## src/rtl/riscv_ctrl_pkg.sv

```systemverilog
// rtl/riscv_ctrl_pkg.sv - shared encodings for the multi-cycle RISC-V sequencing controller
//
// Purpose: state enum, supported opcodes, datapath select encodings and the
//          one-hot immediate-type constants used by multicycle_ctrl and
//          mc_ctrl_decode.
// Ports:   none (package).
package riscv_ctrl_pkg;

  typedef enum logic [2:0] {
    S_HALT   = 3'd0,
    S_FETCH  = 3'd1,
    S_DECODE = 3'd2,
    S_EXEC   = 3'd3,
    S_MEM    = 3'd4,
    S_WB     = 3'd5,
    S_TRAP   = 3'd6
  } state_t;

  localparam logic [6:0] OP_R      = 7'b0110011;
  localparam logic [6:0] OP_I      = 7'b0010011;
  localparam logic [6:0] OP_LOAD   = 7'b0000011;
  localparam logic [6:0] OP_STORE  = 7'b0100011;
  localparam logic [6:0] OP_BRANCH = 7'b1100011;
  localparam logic [6:0] OP_JAL    = 7'b1101111;
  localparam logic [6:0] OP_LUI    = 7'b0110111;

  localparam logic [1:0] SRCA_RS1   = 2'b00;
  localparam logic [1:0] SRCA_OLDPC = 2'b01;
  localparam logic [1:0] SRCA_PC    = 2'b10;
  localparam logic [1:0] SRCA_ZERO  = 2'b11;

  localparam logic [1:0] SRCB_RS2  = 2'b00;
  localparam logic [1:0] SRCB_IMM  = 2'b01;
  localparam logic [1:0] SRCB_FOUR = 2'b10;

  localparam logic [1:0] ALUOP_ADD    = 2'b00;
  localparam logic [1:0] ALUOP_SUB    = 2'b01;
  localparam logic [1:0] ALUOP_RFUNCT = 2'b10;
  localparam logic [1:0] ALUOP_IFUNCT = 2'b11;

  localparam logic [1:0] RES_ALUOUT = 2'b00;
  localparam logic [1:0] RES_MDR    = 2'b01;
  localparam logic [1:0] RES_ALU    = 2'b10;

  // One-hot {J,U,B,S,I}
  localparam logic [4:0] IMM_NONE = 5'b00000;
  localparam logic [4:0] IMM_I    = 5'b00001;
  localparam logic [4:0] IMM_S    = 5'b00010;
  localparam logic [4:0] IMM_B    = 5'b00100;
  localparam logic [4:0] IMM_U    = 5'b01000;
  localparam logic [4:0] IMM_J    = 5'b10000;

  function automatic logic is_legal(input logic [6:0] op);
    case (op)
      OP_R, OP_I, OP_LOAD, OP_STORE, OP_BRANCH, OP_JAL, OP_LUI: is_legal = 1'b1;
      default:                                                  is_legal = 1'b0;
    endcase
  endfunction

  function automatic logic [4:0] imm_for(input logic [6:0] op);
    case (op)
      OP_I, OP_LOAD: imm_for = IMM_I;
      OP_STORE:      imm_for = IMM_S;
      OP_BRANCH:     imm_for = IMM_B;
      OP_LUI:        imm_for = IMM_U;
      OP_JAL:        imm_for = IMM_J;
      default:       imm_for = IMM_NONE;
    endcase
  endfunction

endpackage

```

## src/rtl/mc_ctrl_decode.sv

```systemverilog
// rtl/mc_ctrl_decode.sv - combinational state+opcode to datapath strobe mapping
//
// Purpose: Moore-style output decode of the sequencing FSM. Only the memory
//          handshake (FETCH/MEM completion) and the branch outcome look at
//          live inputs.
// Ports:   state/opcode/funct3_lsb/zero/mem_ready in; every datapath strobe,
//          select, imm_type and the fetch/retire/illegal flags out.
module mc_ctrl_decode
  import riscv_ctrl_pkg::*;
(
  input  state_t     state,
  input  logic [6:0] opcode,
  input  logic       funct3_lsb,
  input  logic       zero,
  input  logic       mem_ready,
  output logic       mem_req,
  output logic       mem_we,
  output logic       adr_src,
  output logic       ir_write,
  output logic       pc_write,
  output logic       pc_src,
  output logic       reg_write,
  output logic [1:0] alu_src_a,
  output logic [1:0] alu_src_b,
  output logic [1:0] alu_op,
  output logic [1:0] result_src,
  output logic [4:0] imm_type,
  output logic       fetch,
  output logic       retire,
  output logic       illegal
);

  always_comb begin
    mem_req    = 1'b0;
    mem_we     = 1'b0;
    adr_src    = 1'b0;
    ir_write   = 1'b0;
    pc_write   = 1'b0;
    pc_src     = 1'b0;
    reg_write  = 1'b0;
    alu_src_a  = SRCA_RS1;
    alu_src_b  = SRCB_RS2;
    alu_op     = ALUOP_ADD;
    result_src = RES_ALUOUT;
    imm_type   = IMM_NONE;
    fetch      = 1'b0;
    retire     = 1'b0;
    illegal    = 1'b0;

    case (state)
      S_FETCH: begin
        mem_req   = 1'b1;
        fetch     = 1'b1;
        alu_src_a = SRCA_PC;
        alu_src_b = SRCB_FOUR;
        // PC+4 goes straight from the ALU into the PC as the word lands in IR.
        if (mem_ready) begin
          ir_write = 1'b1;
          pc_write = 1'b1;
        end
      end
      S_DECODE: begin
        // Speculative branch/jump target OldPC+imm parks in ALUOut.
        alu_src_a = SRCA_OLDPC;
        alu_src_b = SRCB_IMM;
        imm_type  = imm_for(opcode);
      end
      S_EXEC: begin
        imm_type = imm_for(opcode);
        case (opcode)
          OP_R: begin
            alu_op = ALUOP_RFUNCT;
          end
          OP_I: begin
            alu_src_b = SRCB_IMM;
            alu_op    = ALUOP_IFUNCT;
          end
          OP_LOAD, OP_STORE: begin
            alu_src_b = SRCB_IMM;
          end
          OP_LUI: begin
            alu_src_a = SRCA_ZERO;
            alu_src_b = SRCB_IMM;
          end
          OP_BRANCH: begin
            alu_op   = ALUOP_SUB;
            // funct3[0] distinguishes BNE from BEQ.
            pc_write = zero ^ funct3_lsb;
            pc_src   = 1'b1;
            retire   = 1'b1;
          end
          OP_JAL: begin
            // Target comes from ALUOut; the ALU meanwhile forms the link value.
            pc_write  = 1'b1;
            pc_src    = 1'b1;
            alu_src_a = SRCA_OLDPC;
            alu_src_b = SRCB_FOUR;
          end
          default: ;
        endcase
      end
      S_MEM: begin
        imm_type = imm_for(opcode);
        mem_req  = 1'b1;
        adr_src  = 1'b1;
        mem_we   = (opcode == OP_STORE);
        retire   = mem_ready && (opcode == OP_STORE);
      end
      S_WB: begin
        reg_write  = 1'b1;
        result_src = (opcode == OP_LOAD) ? RES_MDR : RES_ALUOUT;
        retire     = 1'b1;
      end
      S_TRAP: begin
        illegal = 1'b1;
      end
      default: ;
    endcase
  end

endmodule

```

## src/rtl/multicycle_ctrl.sv

```systemverilog
// rtl/multicycle_ctrl.sv - multi-cycle RISC-V sequencing controller top
//
// Purpose: holds the FSM state register, next-state logic and the retired
//          instruction counter; strobes come from mc_ctrl_decode.
// Ports:   iCPU_Clk/iCPU_Reset clock and async active-low reset;
//          iOpcode/iFunct3/iZero from IR and ALU; iMemReady/iHalt handshake
//          and debugger halt; o* datapath strobes/selects, status flags,
//          oState watch value and oInstrCount retire count.
module multicycle_ctrl
  import riscv_ctrl_pkg::*;
(
  input  logic        iCPU_Clk,
  input  logic        iCPU_Reset,
  input  logic [6:0]  iOpcode,
  input  logic [2:0]  iFunct3,
  input  logic        iZero,
  input  logic        iMemReady,
  input  logic        iHalt,
  output logic        oMemReq,
  output logic        oMemWE,
  output logic        oAdrSrc,
  output logic        oIRWrite,
  output logic        oPCWrite,
  output logic        oPCSrc,
  output logic        oRegWrite,
  output logic [1:0]  oALUSrcA,
  output logic [1:0]  oALUSrcB,
  output logic [1:0]  oALUop,
  output logic [1:0]  oResultSrc,
  output logic [4:0]  oImm_type,
  output logic        oFetch,
  output logic        oRetire,
  output logic        oIllegal,
  output logic [2:0]  oState,
  output logic [31:0] oInstrCount
);

  state_t      state;
  state_t      next_state;
  logic        retire;
  logic [31:0] instr_count;
  logic        unused_funct3;

  // Only BEQ/BNE are sequenced, so funct3[2:1] carries no control meaning.
  assign unused_funct3 = ^iFunct3[2:1];

  always_ff @(posedge iCPU_Clk or negedge iCPU_Reset) begin
    if (!iCPU_Reset) begin
      state <= S_HALT;
    end else begin
      state <= next_state;
    end
  end

  always_comb begin
    next_state = state;
    case (state)
      S_HALT:   if (!iHalt) next_state = S_FETCH;
      S_FETCH:  if (iMemReady) next_state = S_DECODE;
      S_DECODE: next_state = is_legal(iOpcode) ? S_EXEC : S_TRAP;
      S_EXEC:   next_state = (iOpcode == OP_LOAD || iOpcode == OP_STORE) ? S_MEM : S_WB;
      S_MEM:    if (iMemReady && iOpcode == OP_LOAD) next_state = S_WB;
      S_WB:     next_state = S_WB;
      S_TRAP:   next_state = S_TRAP;
      default:  next_state = S_HALT;
    endcase
    // Every retire cycle is an instruction boundary: the only place iHalt can stop the core.
    if (retire) next_state = iHalt ? S_HALT : S_FETCH;
  end

  always_ff @(posedge iCPU_Clk or negedge iCPU_Reset) begin
    if (!iCPU_Reset) begin
      instr_count <= 32'd0;
    end else if (retire) begin
      instr_count <= instr_count + 32'd1;
    end
  end

  mc_ctrl_decode u_decode (
    .state      (state),
    .opcode     (iOpcode),
    .funct3_lsb (iFunct3[0]),
    .zero       (iZero),
    .mem_ready  (iMemReady),
    .mem_req    (oMemReq),
    .mem_we     (oMemWE),
    .adr_src    (oAdrSrc),
    .ir_write   (oIRWrite),
    .pc_write   (oPCWrite),
    .pc_src     (oPCSrc),
    .reg_write  (oRegWrite),
    .alu_src_a  (oALUSrcA),
    .alu_src_b  (oALUSrcB),
    .alu_op     (oALUop),
    .result_src (oResultSrc),
    .imm_type   (oImm_type),
    .fetch      (oFetch),
    .retire     (retire),
    .illegal    (oIllegal)
  );

  assign oRetire     = retire;
  assign oState      = state;
  assign oInstrCount = instr_count;

endmodule

```

## config.mk

```make
export PLATFORM = sky130hd
export DESIGN_NAME = multicycle_ctrl
export DESIGN_NICKNAME = d
export VERILOG_FILES = /design/src/rtl/riscv_ctrl_pkg.sv /design/src/rtl/mc_ctrl_decode.sv /design/src/rtl/multicycle_ctrl.sv
export SDC_FILE = /design/constraint.sdc
export NUM_CORES = 1
export LEC_CHECK = 0
export ABC_CLOCK_PERIOD_IN_PS = 1950
export CELL_PAD_IN_SITES_DETAIL_PLACEMENT = 0
export CELL_PAD_IN_SITES_GLOBAL_PLACEMENT = 1
export CORE_MARGIN = 10
export CORE_UTILIZATION = 30
export DETAILED_ROUTE_END_ITERATION = 6
export HOLD_SLACK_MARGIN = 0.08
export PLACE_DENSITY_LB_ADDON = 0.1
export SYNTH_ARGS = -nofsm -noshare
export SYNTH_HDL_FRONTEND = slang
export SYNTH_SLANG_ARGS = --single-unit
```

## constraint.sdc

```tcl
create_clock -name iCPU_Clk -period 1.95 [get_ports iCPU_Clk]
set_input_delay 0.39 -clock iCPU_Clk [delete_from_list [all_inputs] [get_ports iCPU_Clk]]
set_output_delay 0.39 -clock iCPU_Clk [all_outputs]
set_load 0.1 [all_outputs]
```

==> metrics.md <==
| Metric | Value |
|---|---|
| First-pass GRT wire length | 12730 um |
| Synthesized net count | 235 |
| Worst hold-check path type | in -> async |
| Sw Pwr | 2.880 mW |
| Worst Setup Slack, final | -0.3560 ns |
| Flop-to-flop setup slack | -0.36 ns |
| Startpoint types | register |
| Crit path DAT | 2.47 ns |
| Clk_lat worst skew | 0.28 ns |
| Cell Pwr Density | 1135 nW/um^2 |
| Vias in the first global route | 2377 |
| # hold bufs at CTS | 0 |
| Register share of total power | 16.3% |
| Per-cell routed wire length | 16.23 um |
| Pin count of the biggest net entering global routing | 29 |
| RSZ-0062 raised after global routing | yes |
| Asr flop ratio synth | 100.0% |
| Commonest non-fill, non-tap cell in the layout | buf_12 |
| Residual DRC | 0 |
| Top Layer Used | met4 |
| Most frequent cells in the layout | buf_12 (64), buf_4 (62), dfrtp_1 (32) |
| Clock power frac | 9.1% |
| Reg clk slew, reported paths | 0.07 ns |
| Ys flop type | dfrtp_1 |
| Final HPWL DP | 5625 um |
| Core Util, Final | 73.70% |
| Sw Ratio | 50.42% |
| CTS tree | done |
| Tcrit/Tclk final | 118.3% |
| M1 wire length | 3251 um |
| Max Buffers Root-to-Sink | 2 |
| H-tree Lvls | 2 |
| # port buffers | 69 |
| Met2 routed WL | 4035 um |
| Status | complete, but fails checks |
| Crit end category | register |
| Vias/cell | 4.848 |
| Synthesis-stage register bit count | 35 |
| Failing checks | negative setup slack |
| Initial antenna violation count | 0 |
| Fin nets | 393 |
| # setup viols final | 52 |
| Register Area | 884.6 um^2 |
| Final hold violations | 0 |
| Total global-route track usage | 13.98% |
| RD Place Congestion | 0.8298 |
| Peak VDD IR | 0.0006465 V |
| Average cell area after synthesis | 9.718 um^2 |
| Final Skew | 0.01183 ns |
| Full die area | 10860 um^2 |
| Internal | 2.832 mW |
| Worst Path Required | 2.12 ns |
| Setup CP Type | reg -> reg |
| Die height | 104.2 um |
| Synthesized area | 2128 um^2 |
| Cells after Synth | 219 |
| Fill cells | 469 |
| Setup tns final | -6.980 ns |
| Num Clock Sinks | 35 |
| Layout cell share with drive strength beyond 1 | 62.70% |
| Post-synth EDFFs | 0 |
| Initial Util | 31.15% |
| Peak Freq | 0.4337 GHz |
| Core ar. | 6832 um^2 |
| Met3 Wirelength | 359 um |
| Synth Warn # | 0 |
| IO Pins | 73 |
| CTS buffer count | 5 |
| Drt first-iter violations | 68 |
| Leakage power | 2.549 nW |
| Worst R2R Start | oState[1] |
| R2R Path End | oInstrCount[1] |
| Synth cell types | 44 |
| Layout Area Growth over Synthesis | 136.6% |
| Root Buffer | clkbuf_8 |
| Max Cap Violations | 0 |
| Via count | 2298 |
| Top fanout value on the critical path | 4 |
| Slew Limit Fails | 0 |
| Final ANT Viol Nets | 0 |
| Final hold slack | 0.4141 ns |
| Site Rows | 30 |
| Antenna cell count | 0 |
| Pre-antenna DRT Iters | 4 |
| Worst-case reg-to-reg path depth | 11 |
| Global route overflow | 0 |
| Die width | 104.2 um |
| Post-synthesis sequential area ratio | 41.15% |
| Final WL | 7694 um |
| Multi-input logic area | 1749 um^2 |
| Logic pwr share | 74.6% |
| Crit path time final | 2.306 ns |
[power groups by stage]
stage | Clock (mW) | Combinational [mW] | Sequential (mW)
2_1_floorplan | 0 | 1.56 | 1.51
3_3_place_gp | 0 | 3.47 | 0.935
3_5_place_dp | 0 | 3.48 | 0.938
4_1_cts | 0.534 | 4.09 | 0.927
5_1_grt | 0.564 | 4.42 | 0.945
6_report | 0.519 | 4.26 | 0.931
[how the worst max path moves through the flow]
stage | from | cells past startpoint | to
4_1_cts | oState[1] | 5 | oImm_type[1]
2_1_floorplan | oState[1] | 6 | oInstrCount[1]
3_3_place_gp | iOpcode[3] | 6 | oImm_type[0]
6_report | oState[1] | 11 | oInstrCount[1]
3_5_place_dp | iOpcode[3] | 8 | oInstrCount[17]
5_1_grt | oState[1] | 11 | oInstrCount[1]
[synthesized netlist by cell type (all sizes together) (2+ instances only)]
library cell	count	share of area, %
nor3	12	2.8
dfrtp	35	41
a21oi	5	1.2
nand3b	3	1.1
nand2b	3	0.88
o21ai	6	1.4
xnor2	3	1.2
and3	4	1.2
or2	2	0.59
clkbuf	6	1.1
nor4b	5	3.1
nand4	5	1.5
inv	5	0.88
nor2b	2	0.59
and2	4	1.2
nand3	12	2.8
nor3b	4	1.4
buf	6	2.4
and4	3	1.2
nor2	13	2.3
nand2	21	3.7
xor2	30	12
nor4	15	8.1
o21a	2	0.71
o22ai	2	0.59
[sequential cells by signal, indices dropped and copies added (netlist names)]
signal,cells
oInstrCount,32
oState,3
[kinds of logic after synthesis]
family / Yosys count / share of synthesized area, %
DFF: 35 / 41.15
AOI/OAI and AO/OA: 22 / 6.820
xor gates and xnor gates: 33 / 13.58
and+or+nand+nor: 109 / 32.86
adders and majority gates: 1 / 0.5878
other: 1 / 0.1762
muxes: 1 / 0.5291
buffers and inverters: 17 / 4.291
[worst max-delay path, stage by stage (launching register included)]
cell and delay [ns]:
dfrtp_4 0.48, buf_4 0.14, buf_6 0.13, nand3b_1 0.17
nor4_4 0.07, a211oi_4 0.22, clkinvlp_4 0.21, buf_6 0.15
buf_6 0.10, buf_4 0.13, buf_4 0.12, mux2_4 0.28
[area by class of cell]
| class | count | area share [%] |
|---|---|---|
| inverters | 5 | 0.5467 |
| repair buffers | 163 | 43.07 |
| clock buffers | 6 | 1.441 |
| multi-input cells | 167 | 34.74 |
| well taps | 96 | 2.386 |
| flip-flops and latches | 35 | 17.57 |
| clock inverters | 2 | 0.2485 |
[stage by stage]
step	area [um^2]	setup slack [ns]	total power, mW	std cells
3_5_place_dp	4315	-0.5847	4.421	444
3_3_place_gp	4315	-0.5262	4.403	444
4_1_cts	4916	-0.3600	5.550	468
5_1_grt	5035	-0.4208	5.929	474
6_report	5035	-0.3560	5.713	474
2_1_floorplan	2449	-1.601	3.068	219
[layer usage]
layer / vias up / GRT usage (%)
met5: - / 0
met4: 0 / 2.584
met3: 5 / 3.717
met2: 50 / 23.83
met1: 1137 / 17.32
li1: 1106 / -
[repair_timing]
item,4_1_cts,5_1_grt
gates cloned,1,0
setup buffers,16,11
setup endpoints to repair,54,55
resized for setup,109,23
pin swaps,56,22
endpoints found under the hold margin,0,0
(Power assumes the default switching activity.)
